--- config.mk ---
export PLATFORM = sky130hd
export DESIGN_NAME = fetch_unit_flat
export DESIGN_NICKNAME = d
export VERILOG_FILES = /design/src/rtl/fetch_unit_if.sv /design/src/rtl/fetch_unit.sv /design/src/flat_wrapper.sv
export SDC_FILE = /design/constraint.sdc
export NUM_CORES = 1
export LEC_CHECK = 0
export CORE_MARGIN = 2
export CORE_UTILIZATION = 40
export DETAILED_ROUTE_END_ITERATION = 8
export PLACE_DENSITY = 0.69
export SYNTH_ARGS = -nofsm -noshare
export SYNTH_HDL_FRONTEND = slang
export SYNTH_SLANG_ARGS = --single-unit
export TNS_END_PERCENT = 50
--- constraint.sdc ---
create_clock -name clk -period 3.8 [get_ports clk]
set_input_delay 0.95 -clock clk [delete_from_list [all_inputs] [get_ports clk]]
set_output_delay 0.95 -clock clk [all_outputs]
set_load 0.02 [all_outputs]
--- src/rtl/fetch_unit_if.sv ---
// Signal bundle between the prefetch stage, program memory and the core.
// The master side is the fetch unit; the slave side is memory plus core.
interface fetch_unit_if #(
   parameter int WIDTH    = 32,
   parameter int ADDRSIZE = 12
);
   // program memory read port
   logic                mem_req;
   logic [ADDRSIZE-1:0] mem_addr;
   logic                mem_ack;
   logic [WIDTH-1:0]    mem_rdata;

   // branch redirect from the core
   logic                redirect;
   logic [ADDRSIZE-1:0] redirect_pc;

   // instruction handoff to the core
   logic                ir_valid;
   logic                ir_ready;
   logic [WIDTH-1:0]    ir_data;
   logic [ADDRSIZE-1:0] ir_pc;
   logic                halted;

   modport master (
      output mem_req, mem_addr,
      input  mem_ack, mem_rdata,
      input  redirect, redirect_pc,
      output ir_valid, ir_data, ir_pc, halted,
      input  ir_ready
   );

   modport slave (
      input  mem_req, mem_addr,
      output mem_ack, mem_rdata,
      output redirect, redirect_pc,
      input  ir_valid, ir_data, ir_pc, halted,
      output ir_ready
   );
endinterface

--- src/rtl/fetch_unit.sv ---
// Instruction prefetch stage: reads words from program memory with a single
// outstanding req/ack transfer, buffers {word, pc} in a small FIFO and hands
// the head to the core over valid/ready. Redirect flushes and refetches;
// enqueuing an HLT word stops prefetching until the next redirect or reset.
module fetch_unit #(
   parameter int         WIDTH    = 32,
   parameter int         ADDRSIZE = 12,
   parameter int         DEPTH    = 4,
   parameter logic [3:0] HLT_OP   = 4'b1011
) (
   input  logic          clk,
   input  logic          reset,
   fetch_unit_if.master  bus
);
   localparam int PTRW = $clog2(DEPTH);
   localparam int CNTW = $clog2(DEPTH + 1);
   localparam logic [CNTW-1:0] DEPTH_C = CNTW'(DEPTH);

   typedef enum logic [1:0] {
      FETCH   = 2'd0,
      DISCARD = 2'd1,
      HALTED  = 2'd2
   } state_t;

   state_t              state_q, state_d;
   logic [ADDRSIZE-1:0] fetch_pc_q, fetch_pc_d;
   logic                mem_req_q, mem_req_d;
   logic [ADDRSIZE-1:0] mem_addr_q, mem_addr_d;
   logic [CNTW-1:0]     count_q, count_d;
   logic [PTRW-1:0]     rd_ptr_q, rd_ptr_d;
   logic [PTRW-1:0]     wr_ptr_q, wr_ptr_d;
   logic                ir_valid_q, ir_valid_d;
   logic                halted_q, halted_d;

   // FIFO storage: small enough to live in flops, which lets the head be
   // read combinationally so the core sees no bubble after a dequeue.
   logic [WIDTH-1:0]    data_q [DEPTH];
   logic [ADDRSIZE-1:0] pc_q   [DEPTH];
   logic [DEPTH-1:0]    wr_en;

   logic ack_ok;        // ack belongs to our outstanding request
   logic still_pending; // request remains outstanding after this edge
   logic deq;
   logic enq;
   logic is_hlt;

   assign ack_ok        = mem_req_q & bus.mem_ack;
   assign still_pending = mem_req_q & ~bus.mem_ack;
   assign deq           = ir_valid_q & bus.ir_ready;
   // Acked data is kept only in FETCH and only when no redirect kills it.
   assign enq           = ack_ok & (state_q == FETCH) & ~bus.redirect;
   assign is_hlt        = (bus.mem_rdata[WIDTH-1 -: 4] == HLT_OP);

   // Per-entry write strobes.
   for (genvar gi = 0; gi < DEPTH; gi++) begin : g_wr_en
      assign wr_en[gi] = enq & (wr_ptr_q == PTRW'(gi));
   end

   // Next-state computation for pointers, count, fetch address and FSM.
   always_comb begin
      state_d    = state_q;
      fetch_pc_d = fetch_pc_q;
      mem_req_d  = mem_req_q;
      mem_addr_d = mem_addr_q;
      count_d    = count_q;
      rd_ptr_d   = rd_ptr_q;
      wr_ptr_d   = wr_ptr_q;
      halted_d   = halted_q;

      if (deq) begin
         rd_ptr_d = rd_ptr_q + PTRW'(1);
      end

      if (bus.redirect) begin
         // A head consumed this cycle is already gone; everything else is
         // stale, so the FIFO simply restarts empty.
         count_d    = '0;
         rd_ptr_d   = '0;
         wr_ptr_d   = '0;
         fetch_pc_d = bus.redirect_pc;
         halted_d   = 1'b0;
         state_d    = still_pending ? DISCARD : FETCH;
      end else begin
         count_d = count_q + {{(CNTW-1){1'b0}}, enq} - {{(CNTW-1){1'b0}}, deq};
         if (enq) begin
            wr_ptr_d   = wr_ptr_q + PTRW'(1);
            fetch_pc_d = mem_addr_q + ADDRSIZE'(1);
            if (is_hlt) begin
               state_d  = HALTED;
               halted_d = 1'b1;
            end
         end
         if ((state_q == DISCARD) && ack_ok) begin
            state_d = FETCH;
         end
      end

      // Request issue: hold an outstanding request until its ack; otherwise
      // fetch whenever there is guaranteed room for the returning word.
      if (still_pending) begin
         mem_req_d  = mem_req_q;
         mem_addr_d = mem_addr_q;
      end else if ((state_d == FETCH) && (count_d < DEPTH_C)) begin
         mem_req_d  = 1'b1;
         mem_addr_d = fetch_pc_d;
      end else begin
         mem_req_d  = 1'b0;
      end

      ir_valid_d = (count_d != '0);
   end

   // Control state and registered outputs.
   always_ff @(posedge clk) begin
      if (reset) begin
         state_q    <= FETCH;
         fetch_pc_q <= '0;
         mem_req_q  <= 1'b0;
         mem_addr_q <= '0;
         count_q    <= '0;
         rd_ptr_q   <= '0;
         wr_ptr_q   <= '0;
         ir_valid_q <= 1'b0;
         halted_q   <= 1'b0;
      end else begin
         state_q    <= state_d;
         fetch_pc_q <= fetch_pc_d;
         mem_req_q  <= mem_req_d;
         mem_addr_q <= mem_addr_d;
         count_q    <= count_d;
         rd_ptr_q   <= rd_ptr_d;
         wr_ptr_q   <= wr_ptr_d;
         ir_valid_q <= ir_valid_d;
         halted_q   <= halted_d;
      end
   end

   // FIFO entry storage; cleared on reset so the idle head reads as zero.
   always_ff @(posedge clk) begin
      for (int i = 0; i < DEPTH; i++) begin
         if (reset) begin
            data_q[i] <= '0;
            pc_q[i]   <= '0;
         end else if (wr_en[i]) begin
            data_q[i] <= bus.mem_rdata;
            pc_q[i]   <= mem_addr_q;
         end
      end
   end

   assign bus.mem_req  = mem_req_q;
   assign bus.mem_addr = mem_addr_q;
   assign bus.ir_valid = ir_valid_q;
   assign bus.ir_data  = data_q[rd_ptr_q];
   assign bus.ir_pc    = pc_q[rd_ptr_q];
   assign bus.halted   = halted_q;
endmodule

--- src/flat_wrapper.sv ---
// flat-port wrapper written by rule: the top's interface ports become plain ports
module fetch_unit_flat 
#(
   parameter int         WIDTH    = 32,
   parameter int         ADDRSIZE = 12,
   parameter int         DEPTH    = 4,
   parameter logic [3:0] HLT_OP   = 4'b1011
)
  (clk, reset, bus_mem_req, bus_mem_addr, bus_mem_ack, bus_mem_rdata, bus_redirect, bus_redirect_pc, bus_ir_valid, bus_ir_data, bus_ir_pc, bus_halted, bus_ir_ready);
  fetch_unit_if #(.WIDTH(WIDTH), .ADDRSIZE(ADDRSIZE)) bus_i ();
  input  logic clk;
  input  logic reset;
  output wire logic [$bits(bus_i.mem_req)-1:0] bus_mem_req;
  output wire logic [$bits(bus_i.mem_addr)-1:0] bus_mem_addr;
  input wire logic [$bits(bus_i.mem_ack)-1:0] bus_mem_ack;
  input wire logic [$bits(bus_i.mem_rdata)-1:0] bus_mem_rdata;
  input wire logic [$bits(bus_i.redirect)-1:0] bus_redirect;
  input wire logic [$bits(bus_i.redirect_pc)-1:0] bus_redirect_pc;
  output wire logic [$bits(bus_i.ir_valid)-1:0] bus_ir_valid;
  output wire logic [$bits(bus_i.ir_data)-1:0] bus_ir_data;
  output wire logic [$bits(bus_i.ir_pc)-1:0] bus_ir_pc;
  output wire logic [$bits(bus_i.halted)-1:0] bus_halted;
  input wire logic [$bits(bus_i.ir_ready)-1:0] bus_ir_ready;
  assign bus_mem_req = bus_i.mem_req;
  assign bus_mem_addr = bus_i.mem_addr;
  assign bus_i.mem_ack = bus_mem_ack;
  assign bus_i.mem_rdata = bus_mem_rdata;
  assign bus_i.redirect = bus_redirect;
  assign bus_i.redirect_pc = bus_redirect_pc;
  assign bus_ir_valid = bus_i.ir_valid;
  assign bus_ir_data = bus_i.ir_data;
  assign bus_ir_pc = bus_i.ir_pc;
  assign bus_halted = bus_i.halted;
  assign bus_i.ir_ready = bus_ir_ready;
  fetch_unit #(.WIDTH(WIDTH), .ADDRSIZE(ADDRSIZE), .DEPTH(DEPTH), .HLT_OP(HLT_OP)) u_core (.clk(clk), .reset(reset), .bus(bus_i));
endmodule
==> results.py, run 1 <==
metrics = {
    "sta": {
        "worstMarginPinSlew_ns": 0.882,
        "worst_slack_ns": 0.437,
        "max-slew-margin-rel_pct": 41.2,
        "whs_ns": 0.487,
        "fmax_ghz": 0.297,
        "rsz0062_at_grt": "no",
        "period_share_pct": 88.5,
        "fin_skew_ns": 0.0201,
        "drv_slew": 0,
        "finalHoldViolations": 0,
        "min_period_ns": 3.36,
        "setup_viol": 0,
        "tns_ns": 0,
    },
    "clocking": {
        "cts_tree": "done",
        "cts_root_buf": "clkbuf_16",
        "clock_latency_ns": 0.51,
        "clk_transition_reported_paths_ns": 0.06,
        "clock_sinks": 214,
        "clockBufferDepth": 3,
        "holdBufCountCts": 0,
        "cts_resized": 0,
        "postCtsSetupRepairBufs": 0,
        "cts_made_buffers": 24,
        "cts-htree-levels": 1,
    },
    "placed_design": {
        "placedCellCount": 1041,
        "place_congestion": 0.788,
        "io_buffer_count": 107,
        "dp_hpwl_mm": 11.3,
        "dpl_worst_slack_ns": 0.278,
    },
    "drt": {
        "wirelength_mm": 19.7,
        "num_vias": 5320,
        "drtIter0Drc": 351,
        "wl_per_cell_microns": 18.2,
        "drc_errors": 0,
        "ant_nets": 0,
        "first_pass_iters": 4,
        "routed_via_density": 4.91,
    },
    "critical_path": {
        "cp_cell_sequence": "buf_4 -> mux4_2 -> clkdlybuf4s50_1",
        "crit_type": "flip-flop to output port",
        "cp-end-kind": "output port",
        "critPathMaxFanout": 19,
        "start_kind": "flip-flop",
        "critPathMaxStageDelay_ns": 0.58,
        "worstPathRequired_ns": 2.85,
        "r2r-start": "u_core.bus.mem_req$_SDFFE_PP0N_",
        "reg2reg_slack_ns": 1.29,
        "cp_slowest_cell": "dfxtp_2",
        "worst_ep_arrival_time_ns": 2.41,
    },
    "floorplanning": {
        "die_y_microns": 158,
        "initial_core_util_pct": 40.5,
        "die_w_microns": 158,
        "design.core.area_sq_um": 23400,
        "pin_count": 108,
        "num_rows": 56,
        "dieArea_sq_um": 25000,
    },
    "yosys": {
        "yosys_warnings": 0,
        "synth_async_sr_flop_share_pct": 0,
        "synth_edf_count": 176,
        "synthCells": 651,
        "synth.distinct_cells": 51,
        "netlist_top_cells_area": "edfxtp_1, and2_1, mux4_2",
        "netlist_area_sq_um": 9490,
        "synth_most_common_cell": "edfxtp_1",
        "ys_ff_latch": 214,
        "yosys-top-cells-count": "edfxtp_1, and2_1, mux4_2",
        "synth_seq_area_share_pct": 63.7,
        "synth_nets": 708,
        "syn_avg_cell_area_sq_um": 14.6,
        "yosysTopAreaCellShare_pct": 55.7,
        "synth_top_area_cell": "edfxtp_1",
        "ys.flop_type": "edfxtp_1",
    },
    "hold_path": {
        "min_path_type": "flip-flop to flip-flop",
        "holdCritStartpoint": "u_core.bus.halted$_SDFFE_PP0P_",
    },
    "power": {
        "vdd.ir_drop.worst_mv": 0.212,
        "p_leak_nw": 4.16,
        "p_per_area_nw_per_um2": 465,
    },
    "global_routing": {
        "grt_remaining_overflow": 0,
        "antenna_found_initial": 1,
        "first_global_vias": 5630,
        "grt.total_usage_pct": 16.3,
        "grt_pass1_wl_mm": 31.0,
        "grt_max_degree": 45,
    },
    "final_layout": {
        "drive_gt1_share_pct": 14.8,
        "diodes": 0,
        "area_delta_synth_final_pct": 22.0,
        "finalNonFillerCells": 1083,
        "utilization_pct": 49.4,
        "fin_nets": 805,
    },
    "flow_run": {
        "cap_violations": 0,
    },
    "run_status": {
        "outcome": "finished clean",
    },
}
through the flow:
stage / power (mW) / area (sq um)
after global placement: 3.29 / 10800
after floorplan: 3.06 / 9490
after global routing: 5.60 / 11600
final: 5.38 / 11600
after CTS: 5.44 / 11600
after detailed placement: 3.30 / 10800
worst paths after layout:
path                                          endpoint  depth (start not counted)
setup / recovery                       bus_ir_data[10]                          3
hold / removal          u_core.bus.halted$_SDFFE_PP0P_                          2
hold reg to reg         u_core.bus.halted$_SDFFE_PP0P_                          2
setup reg to reg  u_core.bus.mem_addr[11]$_SDFFE_PP0P_                         10
final cells by class:
| type | count | area (sq um) |
|---|---|---|
| clock buffer | 29 | 641 |
| timing repair buffer | 119 | 1240 |
| fill | 2102 | 11800 |
| multi-input combinational | 381 | 3130 |
| sequential | 214 | 6050 |
| clock inverter | 13 | 82.6 |
| inverter | 8 | 30.0 |
| tap | 319 | 399 |
registers in the layout (all words and copies together) (netlist names), named ones only:
register and count:
u_core.bus.halted 1, u_core.pc_q 48, u_core.count_q 3, u_core.wr_ptr_q 2
u_core.fetch_pc_q 12, u_core.rd_ptr_q 2, u_core.bus.mem_req 1, u_core.bus.ir_valid 1
u_core.data_q 128, u_core.state_q 2, u_core.bus.mem_addr 12
per-layer routing:
layer / share of wire (%) / track usage [%]
met2: 49 / 28.0
met5: 0.081 / 0
met4: 1.5 / 3.65
met1: 45 / 21.9
met3: 4.5 / 2.60
worst max-delay path: cells and delay by family, from the launching register on:
family,cells,cell delay [ns]
muxes,1,0.38
buffers and inverters,2,0.96
DFF,1,0.58
cell families (layout without fill, tap and decap cells):
logic type / count (synthesis) / after routing / share of synthesized area, %
AOI/OAI and AO/OA: 53 / 53 / 3.77
xor gates and xnor gates: 14 / 14 / 1.29
adders and majority gates: 8 / 8 / 1.13
buffers and inverters: 56 / 169 / 3.43
DFF: 214 / 214 / 63.7
muxes: 46 / 46 / 10.7
and+or+nand+nor: 260 / 260 / 16.0
power breakdown:
group	switching (mW)	internal, mW	total (mW)
Combinational	0.269	0.249	0.518
Sequential	0.0795	2.64	2.72
Clock	0.886	1.26	2.14
Total	1.23	4.15	5.38
layout by cell type, fill, tap and decap left out, types with 3 or more instances in the layout:
master,count
a21oi_1,21
clkbuf_16,25
o21ai_0,6
dfxtp_1,36
nand2b_1,3
inv_1,8
xor2_1,9
buf_4,6
ha_1,7
and3_2,5
and2_1,175
mux4_2,44
buf_12,6
clkinv_1,6
nand2_1,13
clkinv_2,6
and2_2,4
nand3_1,6
clkdlybuf4s50_1,107
xnor2_1,5
a211oi_1,11
clkbuf_1,4
edfxtp_1,176
nand2_2,4
nor2_1,34
Note: power is estimated with default switching activity, not from simulation.
==> inputs of run 2 (changes only) <==
--- a/config.mk
+++ b/config.mk
@@ -8,6 +8,7 @@
 export CORE_MARGIN = 2
 export CORE_UTILIZATION = 40
 export DETAILED_ROUTE_END_ITERATION = 8
+export GPL_ROUTABILITY_DRIVEN = 0
 export PLACE_DENSITY = 0.69
 export SYNTH_ARGS = -nofsm -noshare
 export SYNTH_HDL_FRONTEND = slang
==> results of run 2 <==
The final DEF is identical to that of run 1; final timing and power are the same.
==> inputs of run 3 (changes only) <==
--- a/config.mk
+++ b/config.mk
@@ -7,10 +7,10 @@
 export LEC_CHECK = 0
 export CORE_MARGIN = 2
 export CORE_UTILIZATION = 40
+export CTS_CLUSTER_DIAMETER = 60
 export DETAILED_ROUTE_END_ITERATION = 8
 export GPL_ROUTABILITY_DRIVEN = 0
 export PLACE_DENSITY = 0.69
 export SYNTH_ARGS = -nofsm -noshare
 export SYNTH_HDL_FRONTEND = slang
 export SYNTH_SLANG_ARGS = --single-unit
-export TNS_END_PERCENT = 50
==> run 3 against run 2 <==
Compared with the run above: combinational power about the same; clock power hardly changed; setup slack got worse by 0.030 ns; largest power group unchanged; largest cell class unchanged; sequential power hardly changed; sequential share of layout area fell by 0.057 points; count of clock-buffer cells in the layout is 2 lower.
==> results.py, run 3 (synthesis results as in run 1) <==
metrics = {
    "final_layout": {
        "drive_gt1_share_pct": 15.1,
        "regMostFlops": "u_core.data_q",
        "final_common_cell": "edfxtp_1",
        "fin_nets": 806,
        "largest_reg_flops": 128,
        "design_area_sq_um": 11600,
        "final_cell_mix": "edfxtp_1, and2_1, clkdlybuf4s50_1",
        "utilization_pct": 49.5,
        "area_delta_synth_final_pct": 22.1,
        "finalNonFillerCells": 1086,
        "diodes": 0,
        "top_regs": "u_core.data_q (128), u_core.pc_q (48)",
    },
    "sta": {
        "whs_ns": 0.487,
        "drv_slew": 0,
        "tns_ns": 0,
        "worstMarginPinSlew_ns": 0.897,
        "worst_slack_ns": 0.406,
        "period_share_pct": 89.3,
        "fmax_ghz": 0.295,
        "fin_skew_ns": 0.0343,
        "min_period_ns": 3.39,
        "rsz0062_at_grt": "no",
        "max-slew-margin-rel_pct": 40.2,
        "setup_viol": 0,
        "finalHoldViolations": 0,
    },
    "floorplanning": {
        "die_y_microns": 158,
        "pin_count": 108,
        "design.core.area_sq_um": 23400,
        "initial_core_util_pct": 40.5,
        "die_w_microns": 158,
        "dieArea_sq_um": 25000,
        "num_rows": 56,
    },
    "placed_design": {
        "dp_hpwl_mm": 11.3,
        "placed_area_sq_um": 10800,
        "io_buffer_count": 107,
        "dpl_worst_slack_ns": 0.278,
        "placedCellCount": 1041,
    },
    "critical_path": {
        "worstPathRequired_ns": 2.85,
        "cp_cell_sequence": "buf_4 -> mux4_2 -> clkdlybuf4s50_1",
        "crit_family": "buffers and inverters",
        "crit_type": "flip-flop to output port",
        "start_kind": "flip-flop",
        "worst_ep_arrival_time_ns": 2.44,
        "cp-end-kind": "output port",
        "critPathMaxFanout": 19,
        "cp_slowest_cell": "dfxtp_2",
        "critPathBufInv": 2,
        "critPathMaxStageDelay_ns": 0.58,
    },
    "clocking": {
        "cts_resized": 0,
        "cts_made_buffers": 25,
        "holdBufCountCts": 0,
        "clockBufferDepth": 3,
        "cts-htree-levels": 1,
        "clock_sinks": 214,
        "cts_root_buf": "clkbuf_16",
        "clk_transition_reported_paths_ns": 0.06,
        "postCtsSetupRepairBufs": 0,
        "clock_latency_ns": 0.52,
        "cts_tree": "done",
    },
    "power": {
        "total_power_mw": 5.39,
        "p_per_area_nw_per_um2": 465,
        "p_leak_nw": 4.16,
        "vdd.ir_drop.worst_mv": 0.254,
    },
    "drt": {
        "wirelength_mm": 19.8,
        "ant_nets": 0,
        "routed_via_density": 4.96,
        "first_pass_iters": 4,
        "drc_errors": 0,
        "drtIter0Drc": 305,
        "wl_per_cell_microns": 18.2,
        "num_vias": 5389,
    },
    "global_routing": {
        "grt_remaining_overflow": 0,
        "grt.total_usage_pct": 16.3,
        "grt_max_degree": 45,
        "antenna_found_initial": 1,
        "first_global_vias": 5626,
        "grt_pass1_wl_mm": 31.1,
    },
    "hold_path": {
        "min_path_type": "flip-flop to flip-flop",
    },
    "run_status": {
        "outcome": "finished clean",
    },
    "flow_run": {
        "cap_violations": 0,
    },
}
-- run 3: cell count changes in the layout (fill, tap and decap cells not counted) --
cell | before | now
inv_6 | 0 | 2
inv_8 | 0 | 1
clkinv_2 | 6 | 4
bufinv_16 | 1 | 0
clkinvlp_4 | 0 | 2
clkinv_4 | 0 | 1
clkbuf_1 | 4 | 2
clkinv_1 | 6 | 8
-- run 3: layout make-up --
type / count / area [sq um]
multi-input cells: 381 / 3130
well taps: 319 / 399
fillers: 2093 / 11800
clock inverters: 18 / 103
inverters: 8 / 30.0
repair buffers: 119 / 1240
flip-flops and latches: 214 / 6050
clock buffers: 27 / 633
-- run 3: metal layers --
metal	GRT usage [%]	vias up	part of all wire (%)
met5	0	-	0.081
met4	3.95	2	1.8
met3	2.30	31	4.7
met2	28.0	141	49
met1	21.9	2649	44
li1	-	2566	-
-- run 3: final timing paths --
kind	from	end	slack (ns)	depth (start not counted)
worst min-delay path	u_core.bus.halted$_SDFFE_PP0P_	u_core.bus.halted$_SDFFE_PP0P_	0.49	2
worst min register to register	u_core.bus.halted$_SDFFE_PP0P_	u_core.bus.halted$_SDFFE_PP0P_	0.49	2
worst max register to register	u_core.bus.mem_req$_SDFFE_PP0N_	u_core.bus.mem_addr[11]$_SDFFE_PP0P_	1.30	10
worst max-delay path	flip-flop	bus_ir_data[29]	0.41	3
-- run 3: worst min-delay path, stage by stage, from the launching register on --
cell and delay (ns):
dfxtp_1 0.33, a21oi_1 0.04, nor2_1 0.08
-- run 3: report_power, final --
group | internal (mW) | switching, mW
Sequential | 2.64 | 0.0788
Combinational | 0.249 | 0.270
Clock | 1.21 | 0.937
Total | 4.10 | 1.29
